### src/rtl/draw_rect_drop_ctl.sv
// Position controller for a mouse-placed rectangle: tracks the mouse, drops under gravity on click.
// Latency: positions registered, 1 clk from mouse/frame_tick to xpos/ypos; falling/landed decoded from state.
// Backpressure: none; motion advances only on frame_tick. Optional bounce via DRAW_RECT_BOUNCE_EN.
module draw_rect_drop_ctl #(
    parameter int POS_W   = 12,
    parameter int VEL_W   = 6,
    parameter int FLOOR_Y = 100,
    parameter int GRAVITY = 1,
    parameter int VEL_MAX = 31
) (
    input  logic             clk,
    input  logic             rst,
    input  logic             frame_tick,
    input  logic             mouse_left,
    input  logic [POS_W-1:0] mouse_xpos,
    input  logic [POS_W-1:0] mouse_ypos,
    output logic [POS_W-1:0] xpos,
    output logic [POS_W-1:0] ypos,
    output logic             falling,
    output logic             landed
);

    localparam logic [POS_W-1:0] LP_FLOOR   = POS_W'(FLOOR_Y);
    localparam logic [POS_W:0]   LP_FLOOR_W = (POS_W+1)'(FLOOR_Y);
    localparam logic [VEL_W:0]   LP_GRAV_W  = (VEL_W+1)'(GRAVITY);
    localparam logic [VEL_W:0]   LP_VMAX_W  = (VEL_W+1)'(VEL_MAX);

    typedef enum logic [1:0] {
        S_TRACK  = 2'd0,
        S_FALL   = 2'd1,
        S_LANDED = 2'd2,
        S_RISE   = 2'd3
    } state_t;

    state_t           r_state, w_state_nxt;
    logic [POS_W-1:0] r_xpos, r_ypos, w_xpos_nxt, w_ypos_nxt;
    logic [VEL_W-1:0] r_vel, w_vel_nxt;

    // Falling step: velocity grows by gravity and saturates; new y is one bit wider so it cannot wrap.
    logic [VEL_W:0]   w_vsum;
    logic [VEL_W-1:0] w_vfall;
    logic [POS_W:0]   w_ysum;

    assign w_vsum  = {1'b0, r_vel} + LP_GRAV_W;
    assign w_vfall = (w_vsum > LP_VMAX_W) ? LP_VMAX_W[VEL_W-1:0] : w_vsum[VEL_W-1:0];
    assign w_ysum  = {1'b0, r_ypos} + {{(POS_W+1-VEL_W){1'b0}}, w_vfall};

`ifdef DRAW_RECT_BOUNCE_EN
    localparam logic [VEL_W-1:0] LP_GRAV = VEL_W'(GRAVITY);

    // Rebound speed is half the impact speed; rising decelerates and clamps both y and vel at 0.
    logic [VEL_W-1:0] w_bounce;
    logic [POS_W-1:0] w_vel_pos;
    logic [POS_W-1:0] w_yrise;
    logic [VEL_W-1:0] w_vrise;

    assign w_bounce  = w_vfall >> 1;
    assign w_vel_pos = {{(POS_W-VEL_W){1'b0}}, r_vel};
    assign w_yrise   = (r_ypos >= w_vel_pos) ? (r_ypos - w_vel_pos) : '0;
    assign w_vrise   = (r_vel >= LP_GRAV) ? (r_vel - LP_GRAV) : '0;
`endif

    // State, position and velocity registers; reset aborts any motion in progress.
    always_ff @(posedge clk or posedge rst) begin
        if (rst) begin
            r_state <= S_TRACK;
            r_xpos  <= '0;
            r_ypos  <= '0;
            r_vel   <= '0;
        end else begin
            r_state <= w_state_nxt;
            r_xpos  <= w_xpos_nxt;
            r_ypos  <= w_ypos_nxt;
            r_vel   <= w_vel_nxt;
        end
    end

    // Next-state and next-motion decode.
    always_comb begin
        w_state_nxt = r_state;
        w_xpos_nxt  = r_xpos;
        w_ypos_nxt  = r_ypos;
        w_vel_nxt   = r_vel;
        case (r_state)
            S_TRACK: begin
                if (!mouse_left) begin
                    w_xpos_nxt = mouse_xpos;
                    w_ypos_nxt = mouse_ypos;
                end else begin
                    w_vel_nxt = '0;
                    if (r_ypos >= LP_FLOOR) begin
                        w_ypos_nxt  = LP_FLOOR;
                        w_state_nxt = S_LANDED;
                    end else begin
                        w_state_nxt = S_FALL;
                    end
                end
            end
            S_FALL: begin
                if (frame_tick) begin
                    if (w_ysum < LP_FLOOR_W) begin
                        w_ypos_nxt = w_ysum[POS_W-1:0];
                        w_vel_nxt  = w_vfall;
                    end else begin
                        w_ypos_nxt = LP_FLOOR;
`ifdef DRAW_RECT_BOUNCE_EN
                        if (w_bounce == '0) begin
                            w_vel_nxt   = '0;
                            w_state_nxt = S_LANDED;
                        end else begin
                            w_vel_nxt   = w_bounce;
                            w_state_nxt = S_RISE;
                        end
`else
                        w_vel_nxt   = '0;
                        w_state_nxt = S_LANDED;
`endif
                    end
                end
            end
            S_LANDED: begin
                if (frame_tick && !mouse_left) begin
                    w_state_nxt = S_TRACK;
                end
            end
`ifdef DRAW_RECT_BOUNCE_EN
            S_RISE: begin
                if (frame_tick) begin
                    w_ypos_nxt = w_yrise;
                    w_vel_nxt  = w_vrise;
                    if (w_vrise == '0) begin
                        w_state_nxt = S_FALL;
                    end
                end
            end
`endif
            default: begin
                w_state_nxt = S_TRACK;
            end
        endcase
    end

    assign xpos    = r_xpos;
    assign ypos    = r_ypos;
    assign landed  = (r_state == S_LANDED);
`ifdef DRAW_RECT_BOUNCE_EN
    assign falling = (r_state == S_FALL) || (r_state == S_RISE);
`else
    assign falling = (r_state == S_FALL);
`endif

endmodule

### config.mk
export PLATFORM = sky130hd
export DESIGN_NAME = draw_rect_drop_ctl
export DESIGN_NICKNAME = d
export VERILOG_FILES = /design/src/rtl/draw_rect_drop_ctl.sv
export SDC_FILE = /design/constraint.sdc
export NUM_CORES = 1
export LEC_CHECK = 0
export CELL_PAD_IN_SITES_DETAIL_PLACEMENT = 0
export CELL_PAD_IN_SITES_GLOBAL_PLACEMENT = 1
export CORE_ASPECT_RATIO = 0.7
export CORE_MARGIN = 2
export CORE_UTILIZATION = 35
export CTS_CLUSTER_DIAMETER = 60
export DETAILED_ROUTE_END_ITERATION = 10
export PLACE_DENSITY_LB_ADDON = 0.08
export SYNTH_ARGS = -nofsm -noshare
export SYNTH_HDL_FRONTEND = slang
export SYNTH_SLANG_ARGS = --single-unit
export TNS_END_PERCENT = 30
### constraint.sdc
create_clock -name clk -period 10.88 [get_ports clk]
set_input_delay 1.088 -clock clk [delete_from_list [all_inputs] [get_ports clk]]
set_output_delay 1.088 -clock clk [all_outputs]
set_load 0.01 [all_outputs]
Word level (Yosys, flattened, before mapping):

Index checks and enable logic that the tools add are counted.

* register bits after elaboration: 32
* logic and storage cells: 41
* input bits: 28
* memory bits (read-only): 0
* memories: 0
* bits in latches: 0
* output and inout bits: 26
* bits in writable memories: 0

* multiplexer cells: 16
* div/mod/pow operators: 0
* equal/unequal tests: 7
* $lt $le $gt $ge: 3
* reduce and logical (&&, ||, !) cells: 8
* bitwise gates (word level): 1
* $add $sub $neg: 2
* shift-type cells: 0
* $mul: 0

Operator list (number)
* $mux 12: 4
* $mux 6: 4
* $pmux 12 s2: 1
* $add 12x6->13: 1
* $lt 13x7->1 const B: 1
* $ge 12x7->1 const B: 1
* $pmux 6 s2: 1
* $mux 2: 5
* $add 6x1->7 const B: 1
* $gt 7x5->1 const B: 1
* $ne 2x2->1 const B: 3
* $pmux 2 s3: 1
* $reduce_and 3->1: 2
* $reduce_and 4->1: 1
* $ne 3x3->1 const B: 1
* $eq 2x1->1 const B: 1
* $eq 2x2->1 const B: 1
* $logic_not 2->1: 1
* $ne 2x1->1 const B: 1
* $reduce_and 2->1: 1
* $reduce_bool 2->1: 1
* $logic_and 1x1->1: 1
* $logic_not 1->1: 1
* $not 1->1: 1

Depth between registers and ports, before layout:

* depth after elaboration: 8
* mapped depth: 17
* depth with buffers taken out: 15

Worst setup path before layout:

OpenSTA, ideal clock, no wires.

* path type: reg2reg
* from: register r_vel[2]
* to: register r_ypos[3] (netlist: ypos[3])
* stages on the path, launching flop included: 16
* setup time: 104 ps
* path buffers: 2
* clock period less this slack: 3467 ps
* setup slack: 7413 ps
* arrival time: 3363 ps
* data required time: 10776 ps
* cell sequence: dfrtp_1 -> clkbuf_1 -> and3_1 -> nand3_1 -> xnor2_1 -> a31oi_1 -> and2_1 -> inv_1 -> ha_1 -> a211oi_2 -> nor2_1 -> o41ai_1 -> mux2i_1 -> nand4_2 -> buf_6 -> o41ai_2

* cells in the longest elaborated chain, start to end: 8

Ends and longest elaborated chain
* start, declared: RTL line 37 `logic [VEL_W-1:0] r_vel, w_vel_nxt;`
* start signal, assigned: RTL line 74 `r_vel <= w_vel_nxt;`
* $add 6x1->7 (*): RTL line 44 `assign w_vsum = {1'b0, r_vel} + LP_GRAV_W;`
* $gt 7x5->1: RTL line 45 `assign w_vfall = (w_vsum > LP_VMAX_W) ? LP_VMAX_W[VEL_W-1:0] : w_vsum[VEL_W-1:0];`
* $mux 6 (*): RTL line 45
* $add 12x6->13 (*): RTL line 46 `assign w_ysum = {1'b0, r_ypos} + {{(POS_W+1-VEL_W){1'b0}}, w_vfall};`
* $lt 13x7->1: RTL line 101 `if (w_ysum < LP_FLOOR_W) begin`
* $mux 12 (*): RTL line 101
* $mux 12 (*): RTL line 100 `if (frame_tick) begin`
* $pmux 12 s2 (*): RTL line 84 `case (r_state)`
* end signal, assigned: RTL line 73 `r_ypos <= w_ypos_nxt;`
* end, declared: RTL line 36 `logic [POS_W-1:0] r_xpos, r_ypos, w_xpos_nxt, w_ypos_nxt;`

Mark *: on every way between the ends. The rest lies on a longest branch, timed or not. The select of a mux whose other input is x is not followed.
A chain may end at the register's enable or synchronous reset.

Worst setup path after layout:

* from: register r_vel[0]
* to: register r_ypos[2] (netlist: ypos[2])

The elaborated chain is that of the path after synthesis.

==> results_dict.tcl <==
set metrics [dict create \
    outcome "finished, final reports clean" \
    grt_use_total_pct 15.7 \
    clkSinkCount 32 \
    slew_headroom_pct 54.5 \
    remaining_drc_errors 0 \
    antenna_left 0 \
    fp.coreArea_sq_um 5810 \
    htreeDepth 2 \
    drive_above_1_share_pct 14.1 \
    clk_path_buf_depth 2 \
    end_kind "flop" \
    path_delay_family "compound AO/OA/AOI/OAI gates" \
    post_cts_buffers 0 \
    worstMarginPinSlew_ps 681 \
    dpl.cell_count 343 \
    period_needed_ps 4230 \
    hold_viol 0 \
    synthMuxAreaShare_pct 8.19 \
    firstDrtPassIters 4 \
    pwr-share-comb_pct 55.2 \
    cp.required_ps 11040 \
    hpwl_microns 3920 \
    grt_pass1_wl_microns 8610 \
    finClkSkew_ps 12.9 \
    yosys.area_share.simple_pct 15.6 \
    min-delay-path-class "flop to flop" \
    yosysWarningCount 0 \
    area.growth.synth_to_final_pct 30.5 \
    pre_cts_ws_ps 6680 \
    initial_core_util_pct 36.8 \
    clockPowerShare_pct 13.9 \
    yosys.cell_count.top_type "dfrtp_1" \
    p_per_area_nw_per_um2 243 \
    synthArstFlopShare_pct 100 \
    p_int_mw 0.406 \
    clk_pin_slew_ps 80 \
    grt_max_degree 29 \
    nets 312 \
    gp_congestion 0.828 \
    synth_top_family_by_area "compound AO/OA/AOI/OAI gates" \
    antenna_found_initial 0 \
    critPathLaunchType "flop" \
    synth.net_count 261 \
    synth_compound_area_share_pct 21.8 \
    ys_top_cells_by_count "dfrtp_1 (32), nand2_1 (26), inv_1 (17), a21oi_1 (12), mux2_2 (12)" \
    fmax_mhz 236 \
    antennaDiodeCount 0 \
    synth_top_area_cell "dfrtp_1" \
    peakVddDrop_uv 79.7 \
    io-pin-count 54 \
    ys_ff_latch 32 \
    insertion_delay_ps 280 \
    synthDistinctLibCells 53 \
    cpMaxStageDelayCell "o41a_1" \
    crit_arrival_ps 4390 \
    syn_inst 224 \
    synth-main-ff-cell "dfrtp_1" \
    synth_top_cell_area_share_pct 37.4 \
    path_buf_inv 1 \
    drv_cap 0 \
    cts_resized 0 \
    syn_avg_cell_area_sq_um 9.55 \
    std_cell_rows 23 \
    swShare_pct 40.0 \
    path_class "flop to flop" \
    synth_area_sq_um 2140 \
    dpl_cell_area_sq_um 2700 \
    first_global_vias 1681 \
    synth_area_leaders "dfrtp_1 (37%), mux2_2 (6.3%), ha_1 (4.7%)" \
    final_cell_area_sq_um 2790 \
    fin_util_pct 48.0 \
    drtIter0Drc 49 \
    gr-total-overflow 0 \
    dieArea_sq_um 6760 \
    vias_per_cell 5.12 \
    synth_adder_area_share_pct 5.62 \
    die_h_microns 69.4 \
    synth_xor_area_share_pct 3.69 \
    yosysSeqAreaShare_pct 37.4 \
    cts_tree "done" \
    crit_path_max_incr_delay_ps 530 \
    worstPathMaxFanout 14 \
    cp_cell_sequence "ha_1 > xnor2_1 > o31ai_1 > a31oi_1 > and2_1 > inv_1 > ha_1 > a211oi_2 > nor2_1 > o41ai_1 > mux2i_1 > nand4_2 > o41a_1" \
    finalSetupViolCount 0 \
    p_switching_mw 0.271 \
    final_max_slew_viol_count 0 \
    wl_microns 5120 \
    p_leak_nw 1.19 \
    instances_no_fill 351 \
    rsz0062_at_grt "false" \
    synth_edf_count 0 \
    wl_per_cell_microns 14.6 \
    cts_buffers 5 \
    setup_slack_ps 6650 \
    p_seq_share_pct 30.8 \
    portBuffers 53 \
    vias 1796 \
    finalSetupTns_ps 0 \
    hold_buffers 0 \
    die_w_microns 97.4 \
    period_share_pct 38.9 \
    cts_root_buf "clkbuf_8" \
    path_common_cell "ha_1" \
]
-- layout make-up --
cell class,count,area (sq um)
Sequential cell,32,801
Multi-Input combinational cell,162,1180
Tap cell,75,93.8
Inverter,17,63.8
Timing Repair Buffer,57,561
Fill cell,569,3020
Clock buffer,6,82.6
Clock inverter,2,10.0
-- sequential cells by signal (all words and copies together), names as in the netlist --
register,flops
r_state,2
r_vel,6
ypos,12
xpos,12
-- stage by stage --
step	power, mW	hold slack (ps)
final	0.678	504
after global routing	0.728	524
after CTS	0.684	510
after detailed placement	0.588	494
after global placement	0.590	489
after floorplan	0.456	508
-- cells by family after synthesis --
logic type | after synthesis
fa+ha+maj | 9
buf+inv | 30
other cells | 1
compound gates | 61
flops | 32
xor+xnor | 9
simple gates | 66
mux | 16
-- final timing paths --
kind,from,end,slack (ps),cells after the start
setup / recovery,r_vel[0]$_DFFE_PP0P_,ypos[2]$_DFFE_PP0P_,6650,13
hold / removal,xpos[9]$_DFFE_PP0P_,xpos[9]$_DFFE_PP0P_,500,1
setup reg to reg,r_vel[0]$_DFFE_PP0P_,ypos[2]$_DFFE_PP0P_,6650,13
hold reg to reg,xpos[9]$_DFFE_PP0P_,xpos[9]$_DFFE_PP0P_,500,1
max in group asynchronous,rst,ypos[11]$_DFFE_PP0P_,9010,3
min in group asynchronous,rst,r_vel[5]$_DFFE_PP0P_,1180,2
-- power groups by stage --
stage / sequential (mW) / combinational, mW / clock (mW)
floorplan: 0.216 / 0.240 / 0
global placement: 0.212 / 0.378 / 0
detailed placement: 0.211 / 0.377 / 0
CTS: 0.209 / 0.377 / 0.0975
global route: 0.217 / 0.406 / 0.105
finish: 0.209 / 0.374 / 0.0945
-- layer usage --
metal	wire (microns)	GRT usage, %
met1	2830	24.2
met4	34	4.17
met2	2080	21.5
met3	177	3.93
met5	0	0
-- cells in the final DEF (no fill, tap or decap), types with 2 or more instances in the layout --
cell type,count
a21o_1,5
a21oi_1,12
a31oi_1,3
a41oi_1,2
and2_1,4
buf_4,4
clkbuf_8,6
clkdlybuf4s50_1,53
clkinv_2,2
dfrtp_1,32
ha_1,8
inv_1,17
mux2_2,12
mux2i_1,4
nand2_1,26
nand3_1,7
nor2_1,11
nor3_1,3
nor4_1,3
o211ai_1,2
o21a_1,4
o21ai_0,10
o31ai_1,3
o41ai_1,4
o41ai_2,4
or2_2,2
xnor2_1,7
xor2_1,2
Note: power is estimated with default switching activity, not from simulation.
